### src/rtl/nar_pkg.sv
// Shared types and constants for the neural accelerator weight path.
package nar_pkg;

  localparam int unsigned WEIGHT_W   = 8;
  localparam int unsigned WEIGHT_Q   = 7;
  localparam int unsigned ROM_ADDR_W = 8;
  localparam int unsigned ROM_DEPTH  = 256;

  typedef enum logic [1:0] {
    IDLE  = 2'd0,
    RUN   = 2'd1,
    DRAIN = 2'd2
  } state_e;

  // One weight beat with its neuron / layer boundary tags.
  typedef struct packed {
    logic signed [WEIGHT_W-1:0] data;
    logic                       last_in;
    logic                       last;
  } weight_beat_t;

endpackage

### src/rtl/weight_skid_fifo.sv
// Two-entry FIFO of tagged weight beats; head is held in a flop so it drives
// the MAC side directly and stays stable while stalled.
module weight_skid_fifo
  import nar_pkg::*;
(
  input  logic         clk,
  input  logic         rst_n,
  input  logic         push,
  input  weight_beat_t push_beat,
  input  logic         pop,
  input  logic         flush,
  output weight_beat_t head,
  output logic         head_valid,
  output logic [1:0]   count_c
);

  weight_beat_t e0_q, e0_d;
  weight_beat_t e1_q, e1_d;
  logic         v0_q, v0_d;
  logic         v1_q, v1_d;
  logic         pop_ok_c;
  logic         push_ok_c;

  // Entry 1 is only ever valid when the head is valid.
  assign count_c    = {v1_q, v0_q & ~v1_q};
  assign head       = e0_q;
  assign head_valid = v0_q;
  assign pop_ok_c   = pop & v0_q;
  assign push_ok_c  = push & (~v1_q | pop_ok_c);

  // Next-state for storage: shift on pop, fill lowest free slot on push.
  always_comb begin
    e0_d = e0_q;
    e1_d = e1_q;
    v0_d = v0_q;
    v1_d = v1_q;
    if (flush) begin
      v0_d = 1'b0;
      v1_d = 1'b0;
    end else begin
      case ({push_ok_c, pop_ok_c})
        2'b10: begin
          if (!v0_q) begin
            e0_d = push_beat;
            v0_d = 1'b1;
          end else begin
            e1_d = push_beat;
            v1_d = 1'b1;
          end
        end
        2'b01: begin
          e0_d = e1_q;
          v0_d = v1_q;
          v1_d = 1'b0;
        end
        2'b11: begin
          if (v1_q) begin
            e0_d = e1_q;
            e1_d = push_beat;
          end else begin
            e0_d = push_beat;
          end
        end
        default: ;
      endcase
    end
  end

  // Storage registers.
  always_ff @(posedge clk or negedge rst_n) begin
    if (!rst_n) begin
      e0_q <= '0;
      e1_q <= '0;
      v0_q <= 1'b0;
      v1_q <= 1'b0;
    end else begin
      e0_q <= e0_d;
      e1_q <= e1_d;
      v0_q <= v0_d;
      v1_q <= v1_d;
    end
  end

endmodule

### src/rtl/weight_fetch_ctrl.sv
// Walks the weights ROM window for one layer pass (neurons x inputs) and
// streams tagged weights to the MAC array over valid/ready.
module weight_fetch_ctrl
  import nar_pkg::*;
#(
  parameter int unsigned N      = WEIGHT_W,
  parameter int unsigned Q      = WEIGHT_Q,
  parameter int unsigned ADDR_W = ROM_ADDR_W,
  parameter int unsigned CNT_W  = 8
) (
  input  logic                clk,
  input  logic                rst_n,
  input  logic                start,
  input  logic                abort,
  input  logic [ADDR_W-1:0]   cfg_base,
  input  logic [CNT_W-1:0]    cfg_inputs,
  input  logic [CNT_W-1:0]    cfg_neurons,
  output logic                busy,
  output logic                done,
  output logic [ADDR_W-1:0]   rom_addr,
  input  logic signed [N-1:0] rom_data,
  output logic signed [N-1:0] w_data,
  output logic                w_valid,
  input  logic                w_ready,
  output logic                w_last_in,
  output logic                w_last
);

  // The beat struct is fixed to the ROM word; reject mismatched builds.
  if ((N != WEIGHT_W) || (Q >= N) || ((1 << ADDR_W) != ROM_DEPTH)) begin : g_bad_cfg
    $error("weight_fetch_ctrl: unsupported N/Q/ADDR_W");
  end

  state_e            state_q, state_d;
  logic [ADDR_W-1:0] addr_q, addr_d;
  logic [ADDR_W-1:0] rom_addr_q, rom_addr_d;
  logic [CNT_W-1:0]  in_cnt_q, in_cnt_d;
  logic [CNT_W-1:0]  neu_cnt_q, neu_cnt_d;
  logic [CNT_W-1:0]  inputs_q, inputs_d;
  logic [CNT_W-1:0]  neurons_q, neurons_d;
  logic              inflight_q, inflight_d;
  logic              tag_last_in_q, tag_last_in_d;
  logic              tag_last_q, tag_last_d;
  logic              busy_q, busy_d;
  logic              done_q, done_d;

  weight_beat_t      push_beat_c;
  weight_beat_t      head_c;
  logic              head_valid_c;
  logic [1:0]        fifo_count_c;
  logic              pop_c;
  logic              push_c;
  logic [1:0]        occ_c;
  logic              issue_c;
  logic              last_in_c;
  logic              last_c;

  assign pop_c     = head_valid_c & w_ready;
  assign push_c    = inflight_q & ~abort;
  // Occupancy after this cycle's pop; pop implies count >= 1 so no underflow.
  assign occ_c     = fifo_count_c + 2'(inflight_q) - 2'(pop_c);
  assign issue_c   = (state_q == RUN) && (occ_c < 2'd2) && !abort;
  assign last_in_c = (in_cnt_q == (inputs_q - CNT_W'(1)));
  assign last_c    = last_in_c && (neu_cnt_q == (neurons_q - CNT_W'(1)));

  assign push_beat_c = '{data: WEIGHT_W'(rom_data), last_in: tag_last_in_q, last: tag_last_q};

  weight_skid_fifo u_fifo (
    .clk        (clk),
    .rst_n      (rst_n),
    .push       (push_c),
    .push_beat  (push_beat_c),
    .pop        (pop_c),
    .flush      (abort),
    .head       (head_c),
    .head_valid (head_valid_c),
    .count_c    (fifo_count_c)
  );

  // Pass sequencing: start/config latch, read issue with tags, drain, abort.
  always_comb begin
    state_d       = state_q;
    addr_d        = addr_q;
    rom_addr_d    = rom_addr_q;
    in_cnt_d      = in_cnt_q;
    neu_cnt_d     = neu_cnt_q;
    inputs_d      = inputs_q;
    neurons_d     = neurons_q;
    inflight_d    = 1'b0;
    tag_last_in_d = tag_last_in_q;
    tag_last_d    = tag_last_q;
    busy_d        = busy_q;
    done_d        = 1'b0;

    case (state_q)
      IDLE: begin
        if (start) begin
          inputs_d  = cfg_inputs;
          neurons_d = cfg_neurons;
          if ((cfg_inputs == '0) || (cfg_neurons == '0)) begin
            done_d = 1'b1;
          end else begin
            state_d    = RUN;
            busy_d     = 1'b1;
            addr_d     = cfg_base;
            rom_addr_d = cfg_base;
            in_cnt_d   = '0;
            neu_cnt_d  = '0;
          end
        end
      end
      RUN: begin
        if (issue_c) begin
          rom_addr_d    = addr_q;
          addr_d        = addr_q + ADDR_W'(1);
          inflight_d    = 1'b1;
          tag_last_in_d = last_in_c;
          tag_last_d    = last_c;
          if (last_in_c) begin
            in_cnt_d  = '0;
            neu_cnt_d = neu_cnt_q + CNT_W'(1);
          end else begin
            in_cnt_d  = in_cnt_q + CNT_W'(1);
          end
          if (last_c) begin
            state_d = DRAIN;
          end
        end
      end
      DRAIN: begin
        if (pop_c && head_c.last && (fifo_count_c == 2'd1) && !inflight_q) begin
          state_d = IDLE;
          busy_d  = 1'b0;
          done_d  = 1'b1;
        end
      end
      default: begin
        state_d = IDLE;
        busy_d  = 1'b0;
      end
    endcase

    if (abort) begin
      state_d    = IDLE;
      busy_d     = 1'b0;
      done_d     = 1'b0;
      inflight_d = 1'b0;
    end
  end

  // Control registers.
  always_ff @(posedge clk or negedge rst_n) begin
    if (!rst_n) begin
      state_q       <= IDLE;
      addr_q        <= '0;
      rom_addr_q    <= '0;
      in_cnt_q      <= '0;
      neu_cnt_q     <= '0;
      inputs_q      <= '0;
      neurons_q     <= '0;
      inflight_q    <= 1'b0;
      tag_last_in_q <= 1'b0;
      tag_last_q    <= 1'b0;
      busy_q        <= 1'b0;
      done_q        <= 1'b0;
    end else begin
      state_q       <= state_d;
      addr_q        <= addr_d;
      rom_addr_q    <= rom_addr_d;
      in_cnt_q      <= in_cnt_d;
      neu_cnt_q     <= neu_cnt_d;
      inputs_q      <= inputs_d;
      neurons_q     <= neurons_d;
      inflight_q    <= inflight_d;
      tag_last_in_q <= tag_last_in_d;
      tag_last_q    <= tag_last_d;
      busy_q        <= busy_d;
      done_q        <= done_d;
    end
  end

  assign busy      = busy_q;
  assign done      = done_q;
  assign rom_addr  = rom_addr_q;
  assign w_valid   = head_valid_c;
  assign w_data    = N'(head_c.data);
  assign w_last_in = head_c.last_in;
  assign w_last    = head_c.last;

endmodule

### config.mk
export PLATFORM = sky130hd
export DESIGN_NAME = weight_fetch_ctrl
export DESIGN_NICKNAME = d
export VERILOG_FILES = /design/src/rtl/nar_pkg.sv /design/src/rtl/weight_skid_fifo.sv /design/src/rtl/weight_fetch_ctrl.sv
export SDC_FILE = /design/constraint.sdc
export NUM_CORES = 1
export LEC_CHECK = 0
export ABC_CLOCK_PERIOD_IN_PS = 7400
export CORE_AREA = 2 2 88 90
export CTS_CLUSTER_DIAMETER = 40
export DETAILED_ROUTE_END_ITERATION = 10
export DIE_AREA = 0 0 90 92
export GPL_ROUTABILITY_DRIVEN = 0
export PLACE_DENSITY = 0.84
export SETUP_SLACK_MARGIN = 0.3
export SYNTH_ARGS = -nofsm -noshare
export SYNTH_HDL_FRONTEND = slang
export SYNTH_SLANG_ARGS = --single-unit
export TNS_END_PERCENT = 5
### constraint.sdc
create_clock -name clk -period 7.4 [get_ports clk]
set_clock_uncertainty 0.05 [all_clocks]
set_input_delay 1.48 -clock clk [delete_from_list [all_inputs] [get_ports clk]]
set_output_delay 1.48 -clock clk [all_outputs]
set_load 0.005 [all_outputs]
==> reports/qor.yml <==
dr.first_iter.drc_count: 226
cp.arrival_ps: 4320
final_nets: 539
syn_inst: 445
synth_seq_cells: 77
root_buffer: "clkbuf_8"
period_share: 0.5549
hold_depth: 1
numCtsBuffers: 9
synth_cell_types: 54
min_from: "u_fifo.e1_q[6]"
ys_top_cells_by_area: "dfrtp_1, mux2_2, nand2_1"
synth_top_area_frac: 0.4500
rows: 32
maxCapViolCount: 0
grt_pass1_wl_um: 16220
leakagePower_uw: 0.002099
start_kind: "primary input"
avgViaCountPerCell: 5.809
wirelength_um: 9141
synth_nets: 488
synth_area_per_cell_um2: 9.622
tritoncts: "done"
yosysWarnings: 0
grt_remaining_overflow: 0
clockBufferDepth: 2
drive_above_1_share: 0.1158
antenna_found_initial: 0
drc: 0
setup_viol: 0
grt_pass1_vias: 3584
worst_hold_slack_ps: 462.3
ir_worst_vdd_uv: 159.3
fin_cells: 603
max_freq_ghz: 0.2435
min_path_type: "reg2reg"
clk_pin_slew_worst_paths_ps: 90
fin_util: 0.6882
holdBufCountCts: 0
dp_cells: 587
period_needed_ps: 4106
routed-via-count: 3503
clk_latency_ps: 350
postRouteAntennaNets: 0
fillers: 596
yosysTopAreaCell: "dfrtp_1"
rsz0062_at_grt: "false"
core_mm2: 0.007447
worst_pin_slew_ps: 967.8
cts-resized-gates: 0
power.density_mw_per_mm2: 260.1
ys_async_sr_fraction: 1.000
dpl.hpwl_um: 6423
synth_edf_count: 0
cts.htree.levels: 3
first_pass_iters: 4
syn2layout_area_growth_pct: 19.70
slew-limit-headroom: 0.3548
port_buffers: 57
wl_per_cell_um: 15.16
dominantRegCellSynth: "dfrtp_1"
synthesis.area_mm2: 0.004282
r2r_start: "inputs_q[0]"
r2r_end: "neu_cnt_q[0]"
die_y_um: 92
p_total_uw: 1333
crit_required_ps: 7620
cp_max_fo: 13
r2r_slack_ps: 4300
drv_slew: 0
grt_start_max_net_pins: 78
diodes: 0
start_util: 0.5749
fp.dieArea_mm2: 0.008280
die_w_um: 90
ff2ff_path_depth: 8
post_cts_buffers: 0
io_pins: 58
cp-end-kind: "register"
cts_sinks: 77
setup_tns_ps: 0
min_to: "u_fifo.e1_q[6]"
grt_use_total: 0.2364
critPathKind: "in2reg"
ys_seq_area_frac: 0.4500
outcome: "complete, no violations"
finalHoldViolCount: 0
==> synthesized netlist by cell type (4+ instances only) <==
cell type / number
dfrtp_1: 77
nand2_1: 56
nor2_1: 38
a21oi_1: 26
mux2_2: 23
clkbuf_1: 21
xnor2_1: 17
mux2i_1: 15
o21ai_0: 15
nand3_1: 14
nor3_1: 14
inv_1: 12
a211oi_1: 11
a31oi_1: 10
nand2b_1: 10
xor2_1: 9
ha_1: 6
nor4_1: 6
nor2b_1: 5
a211o_1: 4
==> through the flow <==
| stage | area [µm²] | setup slack [ps] |
|---|---|---|
| 2_1_floorplan | 4282 | 4100 |
| 3_3_place_gp | 4936 | 3101 |
| 3_5_place_dp | 4936 | 2992 |
| 4_1_cts | 5125 | 3350 |
| 5_1_grt | 5125 | 3042 |
| 6_report | 5125 | 3294 |
==> registers in the layout, summed over array words and instances (netlist names), 2 cells and up <==
name,flops
neu_cnt_q,8
u_fifo.e1_q,10
inputs_q,8
neurons_q,8
rom_addr,8
state_q,2
addr_q,8
u_fifo.head,10
in_cnt_q,8
==> worst max path at each step <==
stage	start	endpoint	slack, ps	depth (start not counted)
after floorplan	w_ready	addr_q[4]	4100	10
after global placement	w_ready	addr_q[7]	3100	11
after detailed placement	w_ready	addr_q[7]	2990	11
after CTS	w_ready	addr_q[7]	3350	11
after global routing	w_ready	addr_q[7]	3040	11
final	w_ready	addr_q[7]	3290	11
==> cell usage in the layout (no fill, tap or decap), drive strengths merged, types with 3 or more instances in the layout <==
cell type      synthesis  layout
clkdlybuf4s50          0      56
nand2b                10      10
dfrtp                 77      77
nand2                 56      56
nor4                   6       6
xnor2                 17      17
a31oi                 11      11
o21ai                 15      15
nor2b                  5       5
nor2                  38      38
a211oi                12      12
a21oi                 27      27
buf                    0       5
nor3                  14      14
o31ai                  3       3
and3                   3       3
nand3                 14      14
inv                   12      16
clkbuf                21       9
ha                     6       6
mux2i                 15      15
a211o                  6       6
a311oi                 3       3
or3b                   4       4
xor2                   9       9
nand4                  3       3
mux2                  24      24
==> kinds of logic (layout without fill, tap and decap cells) <==
group	after synthesis	after routing	share of synthesized area
xor+xnor	26	26	0.05319
compound gates	93	93	0.1540
flops	77	77	0.4500
simple gates	171	171	0.1973
buf+inv	33	89	0.02893
fa+ha+maj	6	6	0.01753
mux	39	39	0.09906
==> cell type report <==
type / count / area, µm² / area share
Clock inverter: 7 / 65.06 / 0.01270
Tap cell: 102 / 127.6 / 0.02490
Multi-Input combinational cell: 335 / 2238 / 0.4368
Timing Repair Buffer: 61 / 598.1 / 0.1167
Sequential cell: 77 / 1927 / 0.3760
Inverter: 12 / 45.04 / 0.008789
Clock buffer: 9 / 123.9 / 0.02417
==> where the power goes <==
part           switching [µW]  internal (µW)  leakage (µW)
Clock                     174            130     0.0000943
Sequential                101            517      0.000965
Combinational             191            219       0.00104
Total                     467            866       0.00210
==> worst max-delay path: stages <==
cell and delay, ps:
clkdlybuf4s50_1 540, nand2_1 100, inv_1 90, ha_1 230
nor2b_1 140, xnor2_1 150, nand2b_1 390, inv_1 200
nor2_1 630, nor2_1 120, a211oi_1 240
==> layer usage <==
layer / track usage / wire, µm / part of all wire / vias to the layer above
li1: - / - / - / 1702
met1: 0.3032 / 4042 / 0.44 / 1694
met2: 0.4066 / 4570 / 0.50 / 83
met3: 0.03369 / 316 / 0.035 / 24
met4: 0.09487 / 211 / 0.023 / 0
met5: 0 / 0 / 0 / -
(Power assumes the default switching activity.)
